--- src/rtl/ps2_key_ctrl.sv ---
// PS/2 scan-code sequencer: E0/F0 prefix FSM, prefix timeout, show-ahead event FIFO.
// Optional typematic-repeat filter enabled by defining PS2_TYPEMATIC_FILTER_EN.
module ps2_key_ctrl #(
  parameter int unsigned DEPTH       = 8,
  parameter int unsigned TIMEOUT_CYC = 100000
) (
  input  logic                     clk,
  input  logic                     rst,
  input  logic [7:0]               ps2_byte,
  input  logic                     ps2_vld,
  output logic                     evt_valid,
  input  logic                     evt_ready,
  output logic [7:0]               evt_code,
  output logic                     evt_ext,
  output logic                     evt_brk,
  output logic [$clog2(DEPTH):0]   evt_count,
  output logic                     ovf,
  input  logic                     ovf_clr
);

  localparam int unsigned AW = $clog2(DEPTH);
  localparam int unsigned CW = AW + 1;
  localparam int unsigned TW = $clog2(TIMEOUT_CYC + 1);

  typedef enum logic [1:0] {IDLE, EXT, BRK, EXT_BRK} state_t;

  typedef struct packed {
    logic       ext;
    logic       brk;
    logic [7:0] code;
  } evt_t;

  state_t          state, next_state;
  logic [TW-1:0]   to_cnt;
  logic            is_ctrl;
  logic            emit, emit_ext, emit_brk;
  logic            accept;
  logic            push, pop;
  evt_t            mem [DEPTH];
  logic [AW-1:0]   wr_ptr, rd_ptr;
  logic [CW-1:0]   count;

  always_comb begin
    is_ctrl = 1'b0;
    case (ps2_byte)
      8'h00, 8'hAA, 8'hE1, 8'hEE, 8'hFA, 8'hFE, 8'hFF: is_ctrl = 1'b1;
      default:                                        is_ctrl = 1'b0;
    endcase
  end

  always_ff @(posedge clk or posedge rst) begin
    if (rst) state <= IDLE;
    else     state <= next_state;
  end

  always_comb begin
    next_state = state;
    emit       = 1'b0;
    emit_ext   = 1'b0;
    emit_brk   = 1'b0;
    if (ps2_vld) begin
      if (is_ctrl) begin
        next_state = IDLE;
      end else begin
        case (state)
          IDLE: begin
            if (ps2_byte == 8'hE0)      next_state = EXT;
            else if (ps2_byte == 8'hF0) next_state = BRK;
            else                        emit = 1'b1;
          end
          EXT: begin
            if (ps2_byte == 8'hF0)      next_state = EXT_BRK;
            else if (ps2_byte != 8'hE0) begin
              emit       = 1'b1;
              emit_ext   = 1'b1;
              next_state = IDLE;
            end
          end
          BRK: begin
            next_state = IDLE;
            if (ps2_byte != 8'hE0 && ps2_byte != 8'hF0) begin
              emit     = 1'b1;
              emit_brk = 1'b1;
            end
          end
          EXT_BRK: begin
            next_state = IDLE;
            if (ps2_byte != 8'hE0 && ps2_byte != 8'hF0) begin
              emit     = 1'b1;
              emit_ext = 1'b1;
              emit_brk = 1'b1;
            end
          end
          default: next_state = IDLE;
        endcase
      end
    end else if (state != IDLE && to_cnt == TW'(TIMEOUT_CYC - 1)) begin
      // to_cnt holds (idle cycles - 1), so this is the TIMEOUT_CYC-th quiet cycle
      next_state = IDLE;
    end
  end

  always_ff @(posedge clk or posedge rst) begin
    if (rst)                          to_cnt <= '0;
    else if (ps2_vld)                 to_cnt <= '0;
    else if (to_cnt != TW'(TIMEOUT_CYC)) to_cnt <= to_cnt + 1'b1;
  end

`ifdef PS2_TYPEMATIC_FILTER_EN
  logic       held_vld;
  logic       held_ext;
  logic [7:0] held_code;
  logic       held_match;

  assign held_match = held_vld && held_ext == emit_ext && held_code == ps2_byte;
  assign accept     = emit && (emit_brk || !held_match);

  always_ff @(posedge clk or posedge rst) begin
    if (rst) begin
      held_vld  <= 1'b0;
      held_ext  <= 1'b0;
      held_code <= '0;
    end else if (emit) begin
      if (!emit_brk && !held_match) begin
        held_vld  <= 1'b1;
        held_ext  <= emit_ext;
        held_code <= ps2_byte;
      end else if (emit_brk && held_match) begin
        held_vld  <= 1'b0;
      end
    end
  end
`else
  assign accept = emit;
`endif

  assign pop  = evt_valid && evt_ready;
  assign push = accept && (count < CW'(DEPTH) || pop);

  always_ff @(posedge clk or posedge rst) begin
    if (rst) begin
      wr_ptr <= '0;
      rd_ptr <= '0;
      count  <= '0;
      for (int unsigned i = 0; i < DEPTH; i++) mem[i] <= '0;
    end else begin
      if (push) begin
        mem[wr_ptr] <= '{ext: emit_ext, brk: emit_brk, code: ps2_byte};
        wr_ptr      <= wr_ptr + 1'b1;
      end
      if (pop) rd_ptr <= rd_ptr + 1'b1;
      case ({push, pop})
        2'b10:   count <= count + 1'b1;
        2'b01:   count <= count - 1'b1;
        default: count <= count;
      endcase
    end
  end

  // A dropped event outranks a same-cycle clear request
  always_ff @(posedge clk or posedge rst) begin
    if (rst)                  ovf <= 1'b0;
    else if (accept && !push) ovf <= 1'b1;
    else if (ovf_clr)         ovf <= 1'b0;
  end

  assign evt_valid = (count != '0);
  assign evt_count = count;
  assign evt_code  = mem[rd_ptr].code;
  assign evt_ext   = mem[rd_ptr].ext;
  assign evt_brk   = mem[rd_ptr].brk;

endmodule

--- config.mk ---
export PLATFORM = sky130hd
export DESIGN_NAME = ps2_key_ctrl
export DESIGN_NICKNAME = d
export VERILOG_FILES = /design/src/rtl/ps2_key_ctrl.sv
export SDC_FILE = /design/constraint.sdc
export NUM_CORES = 1
export LEC_CHECK = 0
export CAP_MARGIN = 30
export CORE_MARGIN = 4
export CORE_UTILIZATION = 55
export CTS_CLUSTER_DIAMETER = 30
export DETAILED_ROUTE_END_ITERATION = 8
export PLACE_DENSITY_LB_ADDON = 0.15
export SKIP_CTS_REPAIR_TIMING = 1
export SYNTH_ARGS = -nofsm -noshare
export SYNTH_HDL_FRONTEND = slang
export SYNTH_SLANG_ARGS = --single-unit
--- constraint.sdc ---
create_clock -name clk -period 5.2 [get_ports clk]
set_input_delay 1.56 -clock clk [delete_from_list [all_inputs] [get_ports clk]]
set_output_delay 1.56 -clock clk [all_outputs]
set_load 0.02 [all_outputs]
==> flow_metrics.tcl <==
set metrics [dict create \
    outcome "finished, final reports clean" \
    fin_crit_sh_pct 83.5 \
    detailedPlacementHpwl_um 6830 \
    number_of_antenna_violations_at_the_first_check_in_global_routing 0 \
    cts_max_path_buffers 2 \
    fraction_of_the_mapped_netlist_area_in_compound_gates_pct 1.66 \
    cts.sink_count 110 \
    layout-area-overhead-vs-synth_pct 10.7 \
    yosysWarningCount 0 \
    max_clock_freq_ghz 0.230 \
    finalWorstSetupSlack_ns 0.860 \
    count_of_tritonroute_iterations_in_the_first_routing_pass 4 \
    placement.setup.worst_slack_ns 0.505 \
    rsz0062_at_grt "false" \
    synth_xor_xnor_area_share_pct 3.59 \
    finalHoldViolations 0 \
    start_util_pct 57.3 \
    ys_ff_latch 110 \
    crit_path_start_kind "input pin" \
    yosys.area_share.simple_pct 9.26 \
    final.setup_skew_ns 0.00659 \
    first_iter_violations 191 \
    groute.usage.overall_pct 20.2 \
    crit_path_frequent_cell "ha_1" \
    gp_congestion 0.819 \
    h_tree_depth 3 \
    syn_area_um2 5370 \
    critical_path.max_stage_delay_ns 0.65 \
    drt_drc_violations_left 0 \
    die_area_um2 11400 \
    timing_worst_slew_pin_value_ns 0.829 \
    core_um2 9370 \
    antenna-diode-count 0 \
    slowest_stage "clkdlybuf4s50_1" \
    worst_path_dominant_cell_family "simple AND/OR/NAND/NOR gates" \
    critPathCaptureType "flip-flop" \
    setup_viol_count_final 0 \
    die_w_um 107 \
    post_synth_mux_area_share_pct 28.8 \
    layout.filler_cells 763 \
    worstPathRequired_ns 5.46 \
    dr_total_vias 3171 \
    grt_max_degree 79 \
    fin_crit_ns 4.34 \
    syn_inst 390 \
    power.leakage_nw 2.60 \
    layout_cell_share_with_drive_strength_beyond_1_pct 33.7 \
    finish.net_count 435 \
    cts_tree "done" \
    cts_made_buffers 9 \
    avgRoutedWirePerCell_um 19.5 \
    power.density_nw_per_um2 538 \
    power_mw 3.20 \
    design.portCount 29 \
    synth-seq-area-share_pct 51.3 \
    path_max_fanout 13 \
    via_per_inst 5.79 \
    port_buffers 28 \
    cts_root_buffer "clkbuf_8" \
    dominant_combinational_cell_family_by_area_after_synthesis "multiplexers" \
    maxSlewViolCount 0 \
    dominantRegCellSynth "dfrtp_1" \
    crit_buf_inv 1 \
    grt_first_pass_wirelength_um 17700 \
    slew-limit-headroom_pct 44.4 \
    die_height_um 107 \
    syn-num-nets 411 \
    drv.max_cap_violation_count 0 \
    congestion_overflow_gr 0 \
    drt.antenna.violating_nets 0 \
    critical_path.cell_chain "clkdlybuf4s50_1, and2_1, a31oi_1, or2_1, nand4_1, ha_1, ha_1, a21o_1, a21oi_1, xnor2_1, nor2_1, xor2_1" \
    synthArstFlopShare_pct 100 \
    grt_pass1_vias 3328 \
    setup_tns_ns 0 \
    yosysUniqueCellTypes 47 \
    crit_type "in2reg" \
    synth-edff-count 0 \
    synthAdderAreaFrac_pct 2.01 \
    peakVddDrop_mv 0.600 \
    path_clk_slew_ns 0.10 \
    crit_arrival_ns 4.60 \
    clkLatencyLatePin_ns 0.36 \
    synth_area_per_cell_um2 13.8 \
    placement_rows 35 \
    drt-total-wl_um 10700 \
    min_delay_path_class "reg2reg" \
]
-- sequential cells by signal, indices dropped and copies added (netlist names) --
register   flops
wr_ptr         3
ovf            1
state          2
to_cnt        17
mem           80
evt_count      4
rd_ptr         3
-- metal layers --
layer  global-route usage, %  vias up  routed length (µm)
met5                       0        -                   0
met4                    6.39        0                 138
met3                    3.73       11                 255
met2                    30.3       39                4980
met1                    30.1     1668                5300
li1                        -     1453                   -
-- cell type report --
| type | instances | area (µm²) | share of cell area, % |
|---|---|---|---|
| sequential | 110 | 2750 | 46.3 |
| multi-input combinational | 246 | 2430 | 40.9 |
| timing repair buffer | 37 | 373 | 6.27 |
| clock buffer | 13 | 169 | 2.84 |
| tap | 129 | 161 | 2.72 |
| inverter | 10 | 40.0 | 0.674 |
| clock inverter | 3 | 17.5 | 0.295 |
-- stage by stage --
stage	area, µm²	utilization, %	hold slack (ns)	std cells
2_1_floorplan	5370	-	0.453	390
3_3_place_gp	5740	61.2	0.465	531
3_5_place_dp	5740	61.2	0.481	531
4_1_cts	5920	63.2	0.503	547
5_1_grt	5940	63.4	0.517	548
6_report	5940	63.4	0.500	548
-- synthesized netlist by cell type (3+ instances only) --
library cell	instances	share of area [%]
nand2b_1	3	0.35
buf_2	6	0.56
a21oi_1	4	0.37
ha_1	7	1.6
mux2_4	10	2.8
xor2_1	9	1.5
mux4_2	20	8.4
mux2_2	80	17
buf_4	3	0.42
o21ai_0	3	0.28
xnor2_1	13	2.1
inv_1	10	0.70
dfrtp_1	110	51
nand3_1	13	1.2
nand4b_1	4	0.65
clkbuf_1	9	0.63
nand2_1	10	0.70
buf_6	5	1.0
and3_1	5	0.58
nand4_1	5	0.58
nor2_1	25	1.7
nor3_1	3	0.28
-- cell usage in the layout, fill, tap and decap left out, types with 3 or more instances in the layout --
cell type,count
xnor2_1,13
mux4_2,20
buf_4,7
nor3_1,3
xor2_1,9
dfrtp_1,110
nand2_1,10
clkbuf_8,12
a21oi_1,4
nor2_1,25
mux2_2,80
o21ai_0,3
nand4_1,5
mux2_4,10
nand2b_1,3
and3_1,5
inv_1,9
ha_1,7
nand3_1,13
clkdlybuf4s50_1,28
nand4b_1,4
-- report_power, final --
part	total [mW]	internal [mW]	switching [mW]	leakage, nW
registers	1.36	1.15	0.207	1.39
logic	1.35	0.801	0.545	1.11
clock network	0.493	0.213	0.280	0.0954
-- logic make-up (layout without fill, tap and decap cells) --
family | Yosys count | after routing
mux | 114 | 114
flops | 110 | 110
simple gates | 88 | 88
buf+inv | 34 | 63
xor+xnor | 22 | 22
compound gates | 14 | 14
fa+ha+maj | 8 | 8
-- path summary, 6_finish.rpt --
path,startpoint,to,slack [ns],cells past startpoint
setup / recovery,ps2_byte[1],evt_count[3],0.86,12
hold / removal,mem[68],mem[68],0.50,1
setup reg to reg,evt_count[1],evt_count[3],2.63,10
hold reg to reg,mem[68],mem[68],0.50,1
max in group asynchronous,rst,mem[20],2.71,4
min in group asynchronous,rst,mem[27],1.56,2
(Power assumes the default switching activity.)
